## src/rtl/branch_pkg.sv

```systemverilog
// Shared types and constants for the branch flag producer.
// Optional feature macro: BRANCH_UNSIGNED_EN adds the unsigned less-than flag to the packet.
package branch_pkg;

  localparam int unsigned XLEN_DEFAULT = 32;

  // Branch funct3 encodings
  localparam logic [2:0] BEQ  = 3'b000;
  localparam logic [2:0] BNE  = 3'b001;
  localparam logic [2:0] BLT  = 3'b100;
  localparam logic [2:0] BGE  = 3'b101;
  localparam logic [2:0] BLTU = 3'b110;
  localparam logic [2:0] BGEU = 3'b111;

  typedef struct packed {
`ifdef BRANCH_UNSIGNED_EN
    logic       less_unsigned;
`endif
    logic       zero;
    logic       less;
    logic       less_or_equal;
    logic       branch;
    logic [2:0] branch_type;
  } flag_pkt_t;

endpackage

```

## src/rtl/branch_skid_buf.sv

```systemverilog
// Generic 2-entry valid/ready skid buffer. in_ready_o depends only on registered occupancy.
module branch_skid_buf #(
  parameter int unsigned Width = 8,
  parameter int unsigned DEPTH = 2
) (
  input  logic             clk,
  input  logic             rst_n,
  input  logic             flush_i,
  input  logic             in_valid_i,
  output logic             in_ready_o,
  input  logic [Width-1:0] in_data_i,
  output logic             out_valid_o,
  input  logic             out_ready_i,
  output logic [Width-1:0] out_data_o
);

  if (DEPTH != 2) begin : gen_depth_check
    $error("branch_skid_buf supports DEPTH == 2 only");
  end

  logic [1:0]       count_q, count_d;
  logic [Width-1:0] head_q, head_d;
  logic [Width-1:0] tail_q, tail_d;
  logic             in_xfer, out_xfer;

  assign in_ready_o  = (count_q < 2'd2);
  assign out_valid_o = (count_q != 2'd0);
  assign out_data_o  = head_q;
  assign in_xfer     = in_valid_i & in_ready_o;
  assign out_xfer    = out_valid_o & out_ready_i;

  // Occupancy and entry update; flush wins over any transfer in the same cycle
  always_comb begin
    count_d = count_q;
    head_d  = head_q;
    tail_d  = tail_q;
    if (flush_i) begin
      count_d = 2'd0;
    end else begin
      unique case (count_q)
        2'd0: begin
          if (in_xfer) begin
            head_d  = in_data_i;
            count_d = 2'd1;
          end
        end
        2'd1: begin
          if (in_xfer && out_xfer) begin
            head_d = in_data_i;
          end else if (in_xfer) begin
            tail_d  = in_data_i;
            count_d = 2'd2;
          end else if (out_xfer) begin
            count_d = 2'd0;
          end
        end
        2'd2: begin
          // Full: in_ready is low, so only the output side can move
          if (out_xfer) begin
            head_d  = tail_q;
            count_d = 2'd1;
          end
        end
        default: count_d = 2'd0;
      endcase
    end
  end

  // State registers with asynchronous clear
  always_ff @(posedge clk or negedge rst_n) begin
    if (!rst_n) begin
      count_q <= 2'd0;
      head_q  <= '0;
      tail_q  <= '0;
    end else begin
      count_q <= count_d;
      head_q  <= head_d;
      tail_q  <= tail_d;
    end
  end

endmodule

```

## src/rtl/branch_flag_gen.sv

```systemverilog
// Branch flag producer: compares rs1/rs2 and buffers the flag packet behind a skid buffer.
// Optional feature macro: BRANCH_UNSIGNED_EN adds the less_unsigned output.
module branch_flag_gen
  import branch_pkg::*;
#(
  parameter int unsigned XLEN  = XLEN_DEFAULT,
  parameter int unsigned DEPTH = 2
) (
  input  logic            clk,
  input  logic            rst_n,
  input  logic            flush,
  input  logic            in_valid,
  output logic            in_ready,
  input  logic [XLEN-1:0] rs1_data,
  input  logic [XLEN-1:0] rs2_data,
  input  logic            branch_in,
  input  logic [2:0]      branch_type_in,
  output logic            out_valid,
  input  logic            out_ready,
  output logic            branch,
  output logic [2:0]      branch_type,
  output logic            zero,
  output logic            less,
`ifdef BRANCH_UNSIGNED_EN
  output logic            less_unsigned,
`endif
  output logic            less_or_equal
);

  localparam int unsigned PktW = $bits(flag_pkt_t);

  flag_pkt_t pkt_in, pkt_out;

  // Full-width compare of the incoming operands
  always_comb begin
    pkt_in               = '0;
    pkt_in.zero          = (rs1_data == rs2_data);
    pkt_in.less          = ($signed(rs1_data) < $signed(rs2_data));
    pkt_in.less_or_equal = pkt_in.less | pkt_in.zero;
`ifdef BRANCH_UNSIGNED_EN
    pkt_in.less_unsigned = (rs1_data < rs2_data);
`endif
    pkt_in.branch        = branch_in;
    pkt_in.branch_type   = branch_type_in;
  end

  branch_skid_buf #(
    .Width (PktW),
    .DEPTH (DEPTH)
  ) u_buf (
    .clk         (clk),
    .rst_n       (rst_n),
    .flush_i     (flush),
    .in_valid_i  (in_valid),
    .in_ready_o  (in_ready),
    .in_data_i   (pkt_in),
    .out_valid_o (out_valid),
    .out_ready_i (out_ready),
    .out_data_o  (pkt_out)
  );

  assign branch        = pkt_out.branch;
  assign branch_type   = pkt_out.branch_type;
  assign zero          = pkt_out.zero;
  assign less          = pkt_out.less;
  assign less_or_equal = pkt_out.less_or_equal;
`ifdef BRANCH_UNSIGNED_EN
  assign less_unsigned = pkt_out.less_unsigned;
`endif

endmodule

```

## config.mk

```make
export PLATFORM = sky130hd
export DESIGN_NAME = branch_flag_gen
export DESIGN_NICKNAME = d
export VERILOG_FILES = /design/src/rtl/branch_pkg.sv /design/src/rtl/branch_skid_buf.sv /design/src/rtl/branch_flag_gen.sv
export SDC_FILE = /design/constraint.sdc
export NUM_CORES = 1
export LEC_CHECK = 0
export BUFFER_PORTS_ARGS = -buffer_cell sky130_fd_sc_hd__buf_2
export CORE_MARGIN = 2
export CORE_UTILIZATION = 49
export CTS_CLUSTER_SIZE = 20
export DETAILED_ROUTE_END_ITERATION = 6
export PLACE_DENSITY = 0.85
export SLEW_MARGIN = 20
export SYNTH_ARGS = -nofsm -noshare
export SYNTH_HDL_FRONTEND = slang
export SYNTH_SLANG_ARGS = --single-unit
```

## constraint.sdc

```tcl
create_clock -name clk -period 2.3 [get_ports clk]
set_input_delay 0.46 -clock clk [delete_from_list [all_inputs] [get_ports clk]]
set_output_delay 0.46 -clock clk [all_outputs]
set_load 0.03 [all_outputs]
```

# After elaboration in Yosys (flattened, before gate mapping)

Index checks and enable logic that the tools add are counted.

Order comparisons: 2
Equal/unequal tests: 10
Multiplexer cells: 11
Bitwise operators: 5
Reduce and logical (&&, ||, !) cells: 7

Operators by type and width:

| operator                                                        | number |
|---|---|
| 32-bit == test                                                  | 1 |
| 32-bit < comparator                                             | 1 |
| 7-bit two-way mux                                               | 3 |
| 7-bit case mux with 3 select lines                              | 1 |
| 2-bit two-way mux                                               | 6 |
| 4-bit AND reduction                                             | 2 |
| 2-bit by 1-bit != test with 1-bit output, second input constant | 3 |
| 3-bit by 2-bit != test with 1-bit output, second input constant | 2 |
| 2-bit case mux with 3 select lines                              | 1 |
| 5-bit AND reduction                                             | 1 |
| 4-bit by 2-bit != test with 1-bit output, second input constant | 1 |
| 3-bit != test, second input constant                            | 1 |
| 3-bit nonzero test                                              | 1 |
| 1-bit AND                                                       | 2 |
| 2-bit by 1-bit == test with 1-bit output, second input constant | 1 |
| 2-bit == test, second input constant                            | 1 |
| 2-bit zero test                                                 | 1 |
| 2-bit < comparator, second input constant                       | 1 |
| 1-bit inverter                                                  | 2 |
| 2-bit nonzero test                                              | 1 |
| 1-bit logical AND                                               | 1 |
| 1-bit bitwise OR                                                | 1 |

Register bits after elaboration: 16
Input port bits: 73
Output and inout bits: 9
Logic and storage cells: 38

# Depth between registers and ports, before layout

Depth in word-level cells: 7
Mapped depth: 8
Mapped depth without buffers: 8

# Hierarchy

Synthesis repeated with hierarchy kept, for this count alone.

Cell total of the unflattened synthesis: 171
Area total of the unflattened synthesis: 1609.0 um2

Modules (own cells, without submodules):

| module          | times used | cells each | area an instance (um2) |
|---|---|---|---|
| branch_flag_gen | 1          | 118        | 854.6 |
| branch_skid_buf | 1          | 53         | 754.5 |

# Worst setup path after synthesis

OpenSTA, ideal clock, no wires.

Kind: in2reg
From: in rs2_data[14]
To: reg u_buf.head_q[4] (netlist: u_buf.out_data_o[4])
Library setup time: 0.142 ns
Arrival: 1.817 ns
Setup slack: 0.341 ns
Stages on the path: 8
Path through: inv_1 ha_1 nand4_2 nor4_2 a21boi_1 o41ai_2 a41oi_2 a41oi_1

Word-level cells in the longest chain between the ends: 4
Elaborated cells on any way between the ends: 6
Classes of those cells: 1 x order compare; 1 x eq/ne; 3 x mux; 1 x bitwise

RTL lines:

| item                                                  | line                                         | RTL |
|---|---|---|
| from (decl)                                           | branch_flag_gen.sv:15                        | `input logic [XLEN-1:0] rs2_data,` |
| 32-bit < comparator or 32-bit == test (tied branches) | branch_flag_gen.sv:38, branch_flag_gen.sv:37 |  |
| 1-bit bitwise OR *                                    | branch_flag_gen.sv:39                        | `pkt_in.less_or_equal = pkt_in.less \| pkt_in.zero;` |
| 7-bit two-way mux (on tied branches)                  | branch_skid_buf.sv:48, branch_skid_buf.sv:42 |  |
| 7-bit case mux with 3 select lines *                  | branch_skid_buf.sv:40                        | `unique case (count_q)` |
| to (signal assigned)                                  | branch_skid_buf.sv:73                        | `head_q <= '0;` |
| to (signal assigned)                                  | branch_skid_buf.sv:77                        | `head_q <= head_d;` |
| to (decl)                                             | branch_skid_buf.sv:22                        | `logic [Width-1:0] head_q, head_d;` |

Mark *: on every way between the ends. The rest lies on a longest branch, timed or not. The select of a mux whose other input is x is not followed.
A chain may end at the register's enable or synchronous reset.

# Worst setup path after layout

From: in rs2_data[29]
To: reg u_buf.head_q[4] (netlist: u_buf.out_data_o[4])

The elaborated chain is that of the path after synthesis.

==> results.sh <==
export IMPL_dieArea_um2=3710
export IMPL_combPwrFrac=0.397
export IMPL_yosysSeqAreaShare=0.253
export IMPL_syn_inst=185
export IMPL_tritoncts="built"
export IMPL_clkLatencyLatePin_ns=0.29
export IMPL_syn_area_um2=1590
export IMPL_yosysTopAreaCellShare=0.253
export IMPL_insertedDiodeCount=0
export IMPL_setup_viol=0
export IMPL_critPathLaunchType="primary input"
export IMPL_crit_required_ns=2.45
export IMPL_drt_total_wl_um=3350
export IMPL_fin_crit_ns=1.94
export IMPL_power_leakage_nw=1.19
export IMPL_hold_class="in2async"
export IMPL_layout_drive_gt1_share=0.382
export IMPL_tightest_slew_ns=0.582
export IMPL_outcome="finished clean"
export IMPL_crit_path_end_kind="register"
export IMPL_initial_core_util=0.515
export IMPL_gp_congestion=0.804
export IMPL_critPathArrivalTime_ns=2.09
export IMPL_fp_dieH_um=60.9
export IMPL_synth_nets=290
export IMPL_fmax_mhz=515
export IMPL_synth_warnings=0
export IMPL_via_per_inst=5.05
export IMPL_slowest_stage="nor4_2"
export IMPL_dp_hpwl_um=2960
export IMPL_synth_top_cell_by_area="dfrtp_1"
export IMPL_power_w=0.000923
export IMPL_fp_dieW_um=60.9
export IMPL_grt_max_degree=17
export IMPL_seqPwrFrac=0.402
export IMPL_clkPwrFrac=0.201
export IMPL_timing_hold_ws_ns=0.0607
export IMPL_hold_violations=0
export IMPL_final_cell_area_um2=2090
export IMPL_cts_max_level=1
export IMPL_wl_per_cell_um=10.6
export IMPL_drc=0
export IMPL_cts_root_buf="clkbuf_4"
export IMPL_grt_overflow=0
export IMPL_max_slew_margin=0.610
export IMPL_postCtsSetupBuffers=0
export IMPL_worst_ir_drop_vdd_mv=0.392
export IMPL_r2r_start="u_buf.count_q[1]"
export IMPL_synth_seq_cells=16
export IMPL_cts_buffers=3
export IMPL_final_common_cell="buf_2"
export IMPL_io_buffer_count=81
export IMPL_grt_pass1_wl_um=5370
export IMPL_fin_nets=378
export IMPL_maxSlewViolCount=0
export IMPL_cts_resized=0
export IMPL_vias=1597
export IMPL_rsz0062_at_grt="no"
export IMPL_p_per_area_nw_per_um2=441
export IMPL_path_cells="buf_2 -> inv_1 -> ha_1 -> nand4_1 -> nor4_2 -> and4_1 -> o41ai_2 -> a41oi_2 -> a41oi_1"
export IMPL_clk_pin_slew_ns=0.09
export IMPL_final_cell_mix="81 x buf_2, 34 x inv_1, 32 x ha_1, 21 x nand2_1, 16 x dfrtp_1"
export IMPL_critPathMaxStageDelay_ns=0.33
export IMPL_placed_area_um2=2060
export IMPL_path_max_fanout=4
export IMPL_grt_pass1_vias=1369
export IMPL_final_period_utilization=0.845
export IMPL_place_inst=312
export IMPL_grtUsageTotal=0.186
export IMPL_sw_frac_of_total=0.342
export IMPL_synth_cell_type_count=39
export IMPL_drt_iter0_drc=21
export IMPL_cts_hold_buffers=0
export IMPL_cts_sinks=16
export IMPL_setup_tns_ns=0
export IMPL_io_pins=82
export IMPL_synth_area_leaders="dfrtp_1 25%, ha_1 25%, inv_1 8.1%"
export IMPL_drtPass1Iterations=4
export IMPL_detail_route_antenna_nets=0
export IMPL_critPathKind="in2reg"
export IMPL_final_instance_count_excl_fill=316
export IMPL_antenna_found_initial=0
export IMPL_startpoint="rs2_data[29]"
export IMPL_p_int_w=0.000607
export IMPL_clock_skew_ns=0.00481
export IMPL_rows=20
export IMPL_drv_cap=0
export IMPL_clockBufferDepth=2
export IMPL_synthToLayoutAreaGrowth_pct=32.0
export IMPL_core_area_um2=3080
export IMPL_switchingPower_w=0.000316
export IMPL_avgSynthCellArea_um2=8.57
-- cell usage after synthesis --
| library cell | n |
|---|---|
| and2_2 | 1 |
| a21oi_2 | 1 |
| o21ai_0 | 4 |
| and4_1 | 1 |
| buf_6 | 1 |
| mux2_2 | 4 |
| nor3_1 | 1 |
| nand2_1 | 21 |
| o21a_1 | 2 |
| a41oi_1 | 2 |
| a221o_1 | 1 |
| a31oi_1 | 6 |
| nand3_1 | 2 |
| nand3b_1 | 1 |
| nor4_2 | 2 |
| nor2b_1 | 3 |
| nand2b_1 | 2 |
| nand4_2 | 2 |
| a21boi_1 | 1 |
| ha_1 | 32 |
| inv_1 | 34 |
| mux2i_1 | 1 |
| a41oi_2 | 1 |
| dfrtp_1 | 16 |
| o211ai_2 | 1 |
| and3_1 | 1 |
| nand4b_1 | 1 |
| nand4_1 | 2 |
| o2bb2ai_1 | 1 |
| nor3b_2 | 1 |
| or2_2 | 1 |
| a21boi_0 | 1 |
| o41ai_2 | 1 |
| a21oi_1 | 14 |
| nor2_1 | 12 |
| a21o_1 | 4 |
| o21ai_1 | 1 |
| and4_2 | 1 |
| o211ai_1 | 1 |
-- state kept, by name (all words and copies together) (netlist names) --
register,count
u_buf.out_data_o,7
u_buf.tail_q,7
u_buf.count_q,2
-- area by class of cell --
cell class                 instances  area (um2)
tap                               44        55.1
multi-input combinational        134        1050
timing repair buffer              84         428
fill                             278         985
sequential                        16         400
clock buffer                       4        36.3
inverter                          34         128
-- worst paths after layout --
path | cells past startpoint | to | slack, ns
worst max-delay path | 9 | u_buf.out_data_o[4] | 0.36
worst min-delay path | 1 | u_buf.out_data_o[0] | 0.06
worst max register to register | 6 | u_buf.out_data_o[3] | 0.66
worst min register to register | 1 | u_buf.out_data_o[6] | 0.51
max in group asynchronous | 1 | u_buf.tail_q[6] | 1.98
min in group clk | 2 | u_buf.count_q[1] | 0.39
-- power by group through the flow --
stage | clock network (W) | registers (W) | logic [W]
5_1_grt | 0.000200 | 0.000379 | 0.000417
2_1_floorplan | 0 | 0.000420 | 0.000188
3_3_place_gp | 0 | 0.000375 | 0.000360
6_report | 0.000185 | 0.000371 | 0.000367
4_1_cts | 0.000190 | 0.000372 | 0.000372
3_5_place_dp | 0 | 0.000377 | 0.000370
-- stage by stage --
step	setup slack (ns)	utilization
3_3_place_gp	0.0697	0.668
5_1_grt	0.214	0.680
2_1_floorplan	0.341	-
3_5_place_dp	0.0168	0.668
4_1_cts	0.326	0.680
6_report	0.357	0.680
-- critical path, delay by kind of cell --
kind | cells | cell delay [ns]
and+or+nand+nor | 3 | 0.76
adders and majority gates | 1 | 0.30
AOI/OAI and AO/OA | 3 | 0.45
buffers and inverters | 2 | 0.10
-- metal layers --
| metal | wire length, um | track usage | vias to the layer above |
|---|---|---|---|
| met5 | 0 | 0 | - |
| met2 | 1720 | 0.344 | 42 |
| met3 | 175 | 0.0299 | 0 |
| met4 | 0 | 0.0186 | 0 |
| met1 | 1460 | 0.234 | 732 |
| li1 | - | - | 823 |
-- cells by family after synthesis --
group / after synthesis / synth area share
DFF: 16 / 0.253
AOI/OAI and AO/OA: 42 / 0.183
and+or+nand+nor: 55 / 0.189
adders and majority gates: 32 / 0.253
muxes: 5 / 0.0347
buffers and inverters: 35 / 0.0876
Note: power is estimated with default switching activity, not from simulation.
